[src/rtl/fmc_slave.sv]
// fmc_slave: STM32F FMC (NOR/SRAM, 16-bit, NWAIT) async slave that pairs two halfword
// phases into one 32-bit request/ack command. Optional ack timeout: FMC_SLAVE_ACK_TIMEOUT_EN.
module fmc_slave #(
    parameter real         SYS_CLK_T_SECS       = 9.23e-9,
    parameter real         STM32F_HCLK_T_SECS   = 62.5e-9,
    parameter int unsigned FMC_ADDR_SETUP_HCLKS = 15,
    parameter int unsigned FMC_DATA_SETUP_HCLKS = 15,
    parameter int unsigned FMC_BUS_TURN_HCLKS   = 15,
    parameter int unsigned ACK_TIMEOUT_CLKS     = 1024
) (
    input  logic        i_sys_clk,
    input  logic        i_sys_rst,
    input  logic        i_cmd_ack,
    input  logic [31:0] i_cmd_rdata,
    output logic        o_cmd_sel,
    output logic        o_cmd_rd_wr_n,
    output logic [25:0] o_cmd_byte_addr,
    output logic [31:0] o_cmd_wdata,
    input  logic [24:0] i_fmc_a,
    input  logic [15:0] i_fmc_d,
    output logic [15:0] o_fmc_d,
    output logic        o_fmc_d_high_z,
    input  logic        i_fmc_ne1,
    input  logic        i_fmc_noe,
    input  logic        i_fmc_nwe,
    output logic        o_fmc_nwait
);

    localparam int unsigned FMC_AW = 25;
    localparam int unsigned FMC_DW = 16;
    localparam int unsigned CMD_AW = 26;
    localparam int unsigned CMD_DW = 32;
    localparam int unsigned CTL_W  = 3;

    localparam real NWAIT_BUDGET_SECS =
        real'(FMC_ADDR_SETUP_HCLKS + FMC_DATA_SETUP_HCLKS) * STM32F_HCLK_T_SECS
        - 2.0 * STM32F_HCLK_T_SECS;
    localparam real BUS_RELEASE_SECS =
        real'(FMC_BUS_TURN_HCLKS + 1) * STM32F_HCLK_T_SECS;

    // NWAIT must reach the MCU before its data phase ends; D must float before bus turnaround ends.
    if (3.0 * SYS_CLK_T_SECS >= NWAIT_BUDGET_SECS) begin : g_nwait_chk
        $error("fmc_slave: NWAIT cannot be asserted before the FMC data phase ends");
    end
    if (3.0 * SYS_CLK_T_SECS >= BUS_RELEASE_SECS) begin : g_turn_chk
        $error("fmc_slave: D release slower than FMC bus turnaround");
    end
    if (ACK_TIMEOUT_CLKS < 1) begin : g_tmo_chk
        $error("fmc_slave: ACK_TIMEOUT_CLKS must be at least 1");
    end

    typedef enum logic [3:0] {
        ST_IDLE,
        ST_WR_LO,
        ST_WR_WAIT_HI,
        ST_WR_CMD,
        ST_WR_DONE,
        ST_RD_CMD,
        ST_RD_LO,
        ST_RD_WAIT_HI,
        ST_RD_HI
    } state_e;

    // Two-flop synchronisers for every FMC pin; control bits packed as {ne1, noe, nwe}
    logic [CTL_W-1:0]  ctl_meta_q, ctl_sync_q;
    logic [FMC_AW-1:0] a_meta_q, a_sync_q;
    logic [FMC_DW-1:0] d_meta_q, d_sync_q;
    logic              ne1_s, noe_s, nwe_s;

    assign {ne1_s, noe_s, nwe_s} = ctl_sync_q;

    state_e            state_q, state_d;
    logic              settle_q, settle_d;
    logic              sel_q, sel_d;
    logic              rd_wr_n_q, rd_wr_n_d;
    logic [CMD_AW-1:0] addr_q, addr_d;
    logic [CMD_DW-1:0] wdata_q, wdata_d;
    logic [CMD_DW-1:0] rdata_q, rdata_d;
    logic [FMC_DW-1:0] fmc_d_q, fmc_d_d;
    logic              high_z_q, high_z_d;
    logic              nwait_q, nwait_d;
    logic              tmo_hit;
    logic              rd_driving;

`ifdef FMC_SLAVE_ACK_TIMEOUT_EN
    localparam int unsigned TMO_W = $clog2(ACK_TIMEOUT_CLKS + 1);

    logic [TMO_W-1:0] tmo_cnt_q, tmo_cnt_d;

    // Counts cycles spent waiting for ack; cleared whenever no command is outstanding
    always_comb begin
        tmo_cnt_d = '0;
        if (state_q == ST_WR_CMD || state_q == ST_RD_CMD) begin
            tmo_cnt_d = tmo_cnt_q + TMO_W'(1);
        end
    end

    assign tmo_hit = (tmo_cnt_q == TMO_W'(ACK_TIMEOUT_CLKS - 1));

    always_ff @(posedge i_sys_clk) begin
        if (i_sys_rst) begin
            tmo_cnt_q <= '0;
        end else begin
            tmo_cnt_q <= tmo_cnt_d;
        end
    end
`else
    assign tmo_hit = 1'b0;
`endif

    // Next-state and registered-output decode
    always_comb begin
        state_d   = state_q;
        settle_d  = 1'b0;
        sel_d     = sel_q;
        rd_wr_n_d = rd_wr_n_q;
        addr_d    = addr_q;
        wdata_d   = wdata_q;
        rdata_d   = rdata_q;
        fmc_d_d   = fmc_d_q;
        nwait_d   = nwait_q;

        unique case (state_q)
            ST_IDLE: begin
                sel_d   = 1'b0;
                nwait_d = 1'b1;
                if (!ne1_s && !nwe_s && !a_sync_q[0]) begin
                    addr_d  = {a_sync_q, 1'b0};
                    state_d = ST_WR_LO;
                end else if (!ne1_s && !noe_s) begin
                    if (!a_sync_q[0]) begin
                        addr_d    = {a_sync_q, 1'b0};
                        sel_d     = 1'b1;
                        rd_wr_n_d = 1'b1;
                        nwait_d   = 1'b0;
                        state_d   = ST_RD_CMD;
                    end else begin
                        // Stray hi-half read: replay the upper half of the last word read
                        fmc_d_d = rdata_q[31:16];
                        state_d = ST_RD_HI;
                    end
                end
            end

            ST_WR_LO: begin
                if (ne1_s) begin
                    state_d = ST_IDLE;
                end else if (!nwe_s) begin
                    wdata_d[15:0] = d_sync_q;
                end else begin
                    state_d = ST_WR_WAIT_HI;
                end
            end

            ST_WR_WAIT_HI: begin
                if (ne1_s) begin
                    state_d = ST_IDLE;
                end else if (!nwe_s && a_sync_q[0]) begin
                    if (!settle_q) begin
                        settle_d = 1'b1;
                    end else begin
                        wdata_d[31:16] = d_sync_q;
                        sel_d          = 1'b1;
                        rd_wr_n_d      = 1'b0;
                        nwait_d        = 1'b0;
                        state_d        = ST_WR_CMD;
                    end
                end
            end

            ST_WR_CMD: begin
                if (i_cmd_ack || tmo_hit) begin
                    sel_d   = 1'b0;
                    nwait_d = 1'b1;
                    state_d = ST_WR_DONE;
                end
            end

            ST_WR_DONE: begin
                if (nwe_s || ne1_s) begin
                    state_d = ST_IDLE;
                end
            end

            ST_RD_CMD: begin
                if (i_cmd_ack || tmo_hit) begin
                    rdata_d = i_cmd_ack ? i_cmd_rdata : 32'hDEAD_DEAD;
                    fmc_d_d = i_cmd_ack ? i_cmd_rdata[15:0] : 16'hDEAD;
                    sel_d   = 1'b0;
                    nwait_d = 1'b1;
                    state_d = ST_RD_LO;
                end
            end

            ST_RD_LO: begin
                if (ne1_s) begin
                    state_d = ST_IDLE;
                end else if (noe_s) begin
                    state_d = ST_RD_WAIT_HI;
                end else if (a_sync_q[0]) begin
                    fmc_d_d = rdata_q[31:16];
                    state_d = ST_RD_HI;
                end
            end

            ST_RD_WAIT_HI: begin
                if (ne1_s || !nwe_s) begin
                    state_d = ST_IDLE;
                end else if (!noe_s) begin
                    // An even address here is a fresh access; let IDLE decode it
                    if (a_sync_q[0]) begin
                        fmc_d_d = rdata_q[31:16];
                        state_d = ST_RD_HI;
                    end else begin
                        state_d = ST_IDLE;
                    end
                end
            end

            ST_RD_HI: begin
                if (ne1_s || noe_s) begin
                    state_d = ST_IDLE;
                end
            end

            default: begin
                state_d = ST_IDLE;
            end
        endcase

        rd_driving = (state_d == ST_RD_LO || state_d == ST_RD_HI)
                     && !ne1_s && !noe_s && nwe_s;
        high_z_d   = !rd_driving;
    end

    always_ff @(posedge i_sys_clk) begin
        if (i_sys_rst) begin
            ctl_meta_q <= '1;
            ctl_sync_q <= '1;
            a_meta_q   <= '0;
            a_sync_q   <= '0;
            d_meta_q   <= '0;
            d_sync_q   <= '0;
            state_q    <= ST_IDLE;
            settle_q   <= 1'b0;
            sel_q      <= 1'b0;
            rd_wr_n_q  <= 1'b1;
            addr_q     <= '0;
            wdata_q    <= '0;
            rdata_q    <= '0;
            fmc_d_q    <= '0;
            high_z_q   <= 1'b1;
            nwait_q    <= 1'b1;
        end else begin
            ctl_meta_q <= {i_fmc_ne1, i_fmc_noe, i_fmc_nwe};
            ctl_sync_q <= ctl_meta_q;
            a_meta_q   <= i_fmc_a;
            a_sync_q   <= a_meta_q;
            d_meta_q   <= i_fmc_d;
            d_sync_q   <= d_meta_q;
            state_q    <= state_d;
            settle_q   <= settle_d;
            sel_q      <= sel_d;
            rd_wr_n_q  <= rd_wr_n_d;
            addr_q     <= addr_d;
            wdata_q    <= wdata_d;
            rdata_q    <= rdata_d;
            fmc_d_q    <= fmc_d_d;
            high_z_q   <= high_z_d;
            nwait_q    <= nwait_d;
        end
    end

    assign o_cmd_sel       = sel_q;
    assign o_cmd_rd_wr_n   = rd_wr_n_q;
    assign o_cmd_byte_addr = addr_q;
    assign o_cmd_wdata     = wdata_q;
    assign o_fmc_d         = fmc_d_q;
    assign o_fmc_d_high_z  = high_z_q;
    assign o_fmc_nwait     = nwait_q;

endmodule

[config.mk]
export PLATFORM = sky130hd
export DESIGN_NAME = fmc_slave
export DESIGN_NICKNAME = d
export VERILOG_FILES = /design/src/rtl/fmc_slave.sv
export SDC_FILE = /design/constraint.sdc
export NUM_CORES = 1
export LEC_CHECK = 0
export CORE_AREA = 2 2 130 132
export CTS_CLUSTER_DIAMETER = 40
export DETAILED_ROUTE_END_ITERATION = 7
export DIE_AREA = 0 0 132 134
export GPL_TIMING_DRIVEN = 0
export PLACE_DENSITY = 0.75
export SYNTH_ARGS = -nofsm -noshare
export SYNTH_HDL_FRONTEND = slang
export SYNTH_SLANG_ARGS = --single-unit
[constraint.sdc]
create_clock -name i_sys_clk -period 2.6 [get_ports i_sys_clk]
set_clock_uncertainty 0.1 [all_clocks]
set_input_delay 0.39 -clock i_sys_clk [delete_from_list [all_inputs] [get_ports i_sys_clk]]
set_output_delay 0.39 -clock i_sys_clk [all_outputs]
set_load 0.005 [all_outputs]
==> run summary <==
Max_cap viols: 0
P_int: 4600 uW
Synth area leader: dfxtp_1
TritonCTS clock tree: yes
Antenna-violating nets left: 0
Max-slew violations: 0
Drt first-iter violations: 198
Final setup vio count: 0
Post-Syn Instances: 637
Unrepaired setup endpoints after global routing: false
Via density: 4.66
Worst Path Max Fanout: 10
Post-Syn Nets: 716
Maximum VDD drop: 0.442 mV
RD Place Congestion: 0.889
Worst Setup SP: state_q[2]
First-pass GRT wire length: 23.0 mm
Clock buffer depth: 2
Sw frac: 0.212
PD cells: 659 nW/um^2
Number of diodes: 0
Number of library cell types mapped by synthesis: 47
Top cells by area, synth: dfxtp_1, nor2b_1, mux2i_1, nand2_1, a21oi_1
Peak Freq: 0.433 GHz
Mux contribution to synthesized area: 0.0748
Hold path startpoint: i_sys_rst
Number of core rows: 47
Commonest cells in the netlist: dfxtp_1, nor2b_1, nand2_1
Worst hold path class: input port to flip-flop
Cts hold-fix bufs: 0
Num CTS Buffers: 17
Top-count cell post-synth: dfxtp_1
P&R area growth vs syn: 37.9%
Slew HR: 0.508
Simple-Gate Fraction of Synth Area: 0.212
Nets: 890
Grt ovf: 0
Static Leakage: 0.00339 uW
NetSw: 1240 uW
Post-synthesis adder-cell area fraction: 0
R2R Path Start: state_q[2]
Post-Route WL: 14.6 mm
Final Util: 0.544
Tmin final: 2.31 ns
IO Port Bufs: 154
Main combinational cell family by area after synthesis: simple AND/OR/NAND/NOR gates
Die area: 17,700 sq um
Wire per inst: 14.0 um
Flop and latch count out of synthesis: 186
Core Area: 16,300 sq um
WP data required: 2.78 ns
Final hold vios: 0
Clk pwr share: 0.453
Ports: 157
Initial core utilization: 0.395
Startpoint type of the worst setup path: flip-flop
Critical path class: flip-flop to flip-flop
DR vias: 4,861
Final Power: 5840 uW
Setup Buffers After CTS: 1
Post-CTS sizing: 0
Clock sink count: 186
Sequential fraction of the synthesis area: 0.579
Clock transition at the registers of the reported paths: 0.07 ns
Fillers: 1,479
Synth warnings: 0
Gate power share: 0.045
Placed insts: 1,011
Post-synth ARST share: 0
Die span in y: 134 um
DRC Markers: 0
Post-synth top flop: dfxtp_1
Fraction of layout cells with a size suffix above 1: 0.0959
Synth top area share: 0.579
Average size of a mapped cell: 10.1 sq um
Worst skew pair latency: 0.42 ns
Seq pwr share: 0.502
Fin Setup TNS: 0 ns
Xor and xnor area share after synthesis: 0.00136
EDFF count, synth: 0
H-tree levels: 4
Crit. End Element: flip-flop
Worst Path Arrival: 2.49 ns
Status: finished clean
GRT Total Usage: 0.167
Initial antenna violation count: 0
Non-filler cells, final: 1,044
Vias in the first global route: 4,634
Tcrit/Tclk final: 0.888
Slew @ Worst Pin: 0.737 ns
Compound-Gate Fraction of Synth Area: 0.0946
Die width: 132 um
Largest net degree at the start of global routing: 18
First drt pass iteration count: 4
Detailed Place HPWL: 10.4 mm
CTS root buffer: clkbuf_16
WHS: 0.215 ns
Cell area after synthesis: 6430 sq um
-- final cells by class --
class                   instances  area (sq um)  share of cell area
plain buffers                  47           220              0.0248
clock buffers                  17           425              0.0480
clock inverters                15           188              0.0212
inverters                       5          18.8             0.00212
multi-input cells             399          2460               0.278
flip-flops and latches        186          3720               0.420
well taps                     220           275              0.0311
repair buffers                155          1550               0.175
-- layout by cell type (no fill, tap or decap), drive strengths merged, types with 4 or more instances in the layout --
cell / netlist / layout
mux2i: 48 / 48
nor2b: 86 / 86
clkinv: 0 / 6
dfxtp: 186 / 186
clkdlybuf4s50: 0 / 154
nor2: 55 / 55
buf: 16 / 17
or2: 8 / 8
nand2: 85 / 85
inv: 5 / 9
nor3b: 4 / 4
nand3: 4 / 4
clkbuf: 31 / 48
a21oi: 45 / 45
o21ai: 5 / 5
a211oi: 17 / 17
-- worst paths after layout --
path                            slack (ns)  depth (start not counted)        endpoint
worst max register to register        0.29                          7  o_fmc_d_high_z
worst min register to register        0.31                          1   ctl_sync_q[2]
worst max-delay path                  0.29                          7  o_fmc_d_high_z
worst min-delay path                  0.22                          2    a_meta_q[10]
-- registers in the layout, indices dropped and copies added, names as in the netlist --
| name | count |
|---|---|
| a_meta_q | 25 |
| a_sync_q | 25 |
| ctl_meta_q | 3 |
| ctl_sync_q | 3 |
| d_meta_q | 16 |
| d_sync_q | 16 |
| o_cmd_byte_addr | 25 |
| o_cmd_rd_wr_n | 1 |
| o_cmd_sel | 1 |
| o_cmd_wdata | 32 |
| o_fmc_d | 16 |
| o_fmc_d_high_z | 1 |
| o_fmc_nwait | 1 |
| rdata_q | 16 |
| settle_q | 1 |
| state_q | 4 |
-- power groups by stage --
stage / clock network (uW) / logic (uW) / registers (uW)
6_report: 2640 / 262 / 2930
5_1_grt: 2830 / 286 / 2940
4_1_cts: 2720 / 267 / 2930
3_5_place_dp: 0 / 265 / 3000
3_3_place_gp: 0 / 263 / 3000
2_1_floorplan: 0 / 106 / 2990
-- worst max-delay path: stages (launching register included) --
cell	delay, ns
dfxtp_1	0.34
clkbuf_1	0.34
clkbuf_1	0.37
nand3_1	0.17
a2111oi_0	0.47
nor3_1	0.12
nor2_1	0.12
o2111ai_1	0.11
-- layer usage --
layer  GRT usage  up-vias  wire length (um)
met5           0        -                 0
met4      0.0707        0               348
met3      0.0446       28               764
met2       0.282      139              7200
met1       0.200     2243              6320
li1            -     2451                 -
-- per-stage QoR --
stage | setup slack [ns] | cell area (sq um)
final | 0.291 | 8860
after global routing | 0.112 | 8860
after CTS | 0.295 | 8860
after detailed placement | -0.0265 | 8240
after global placement | 0.0436 | 8240
after floorplan | 0.582 | 6430
-- kinds of logic after synthesis --
family,after synthesis
compound gates,82
xor+xnor,1
buf+inv,52
flops,186
mux,48
other cells,1
simple gates,267
No activity file was read; power rests on OpenSTA's default activity.
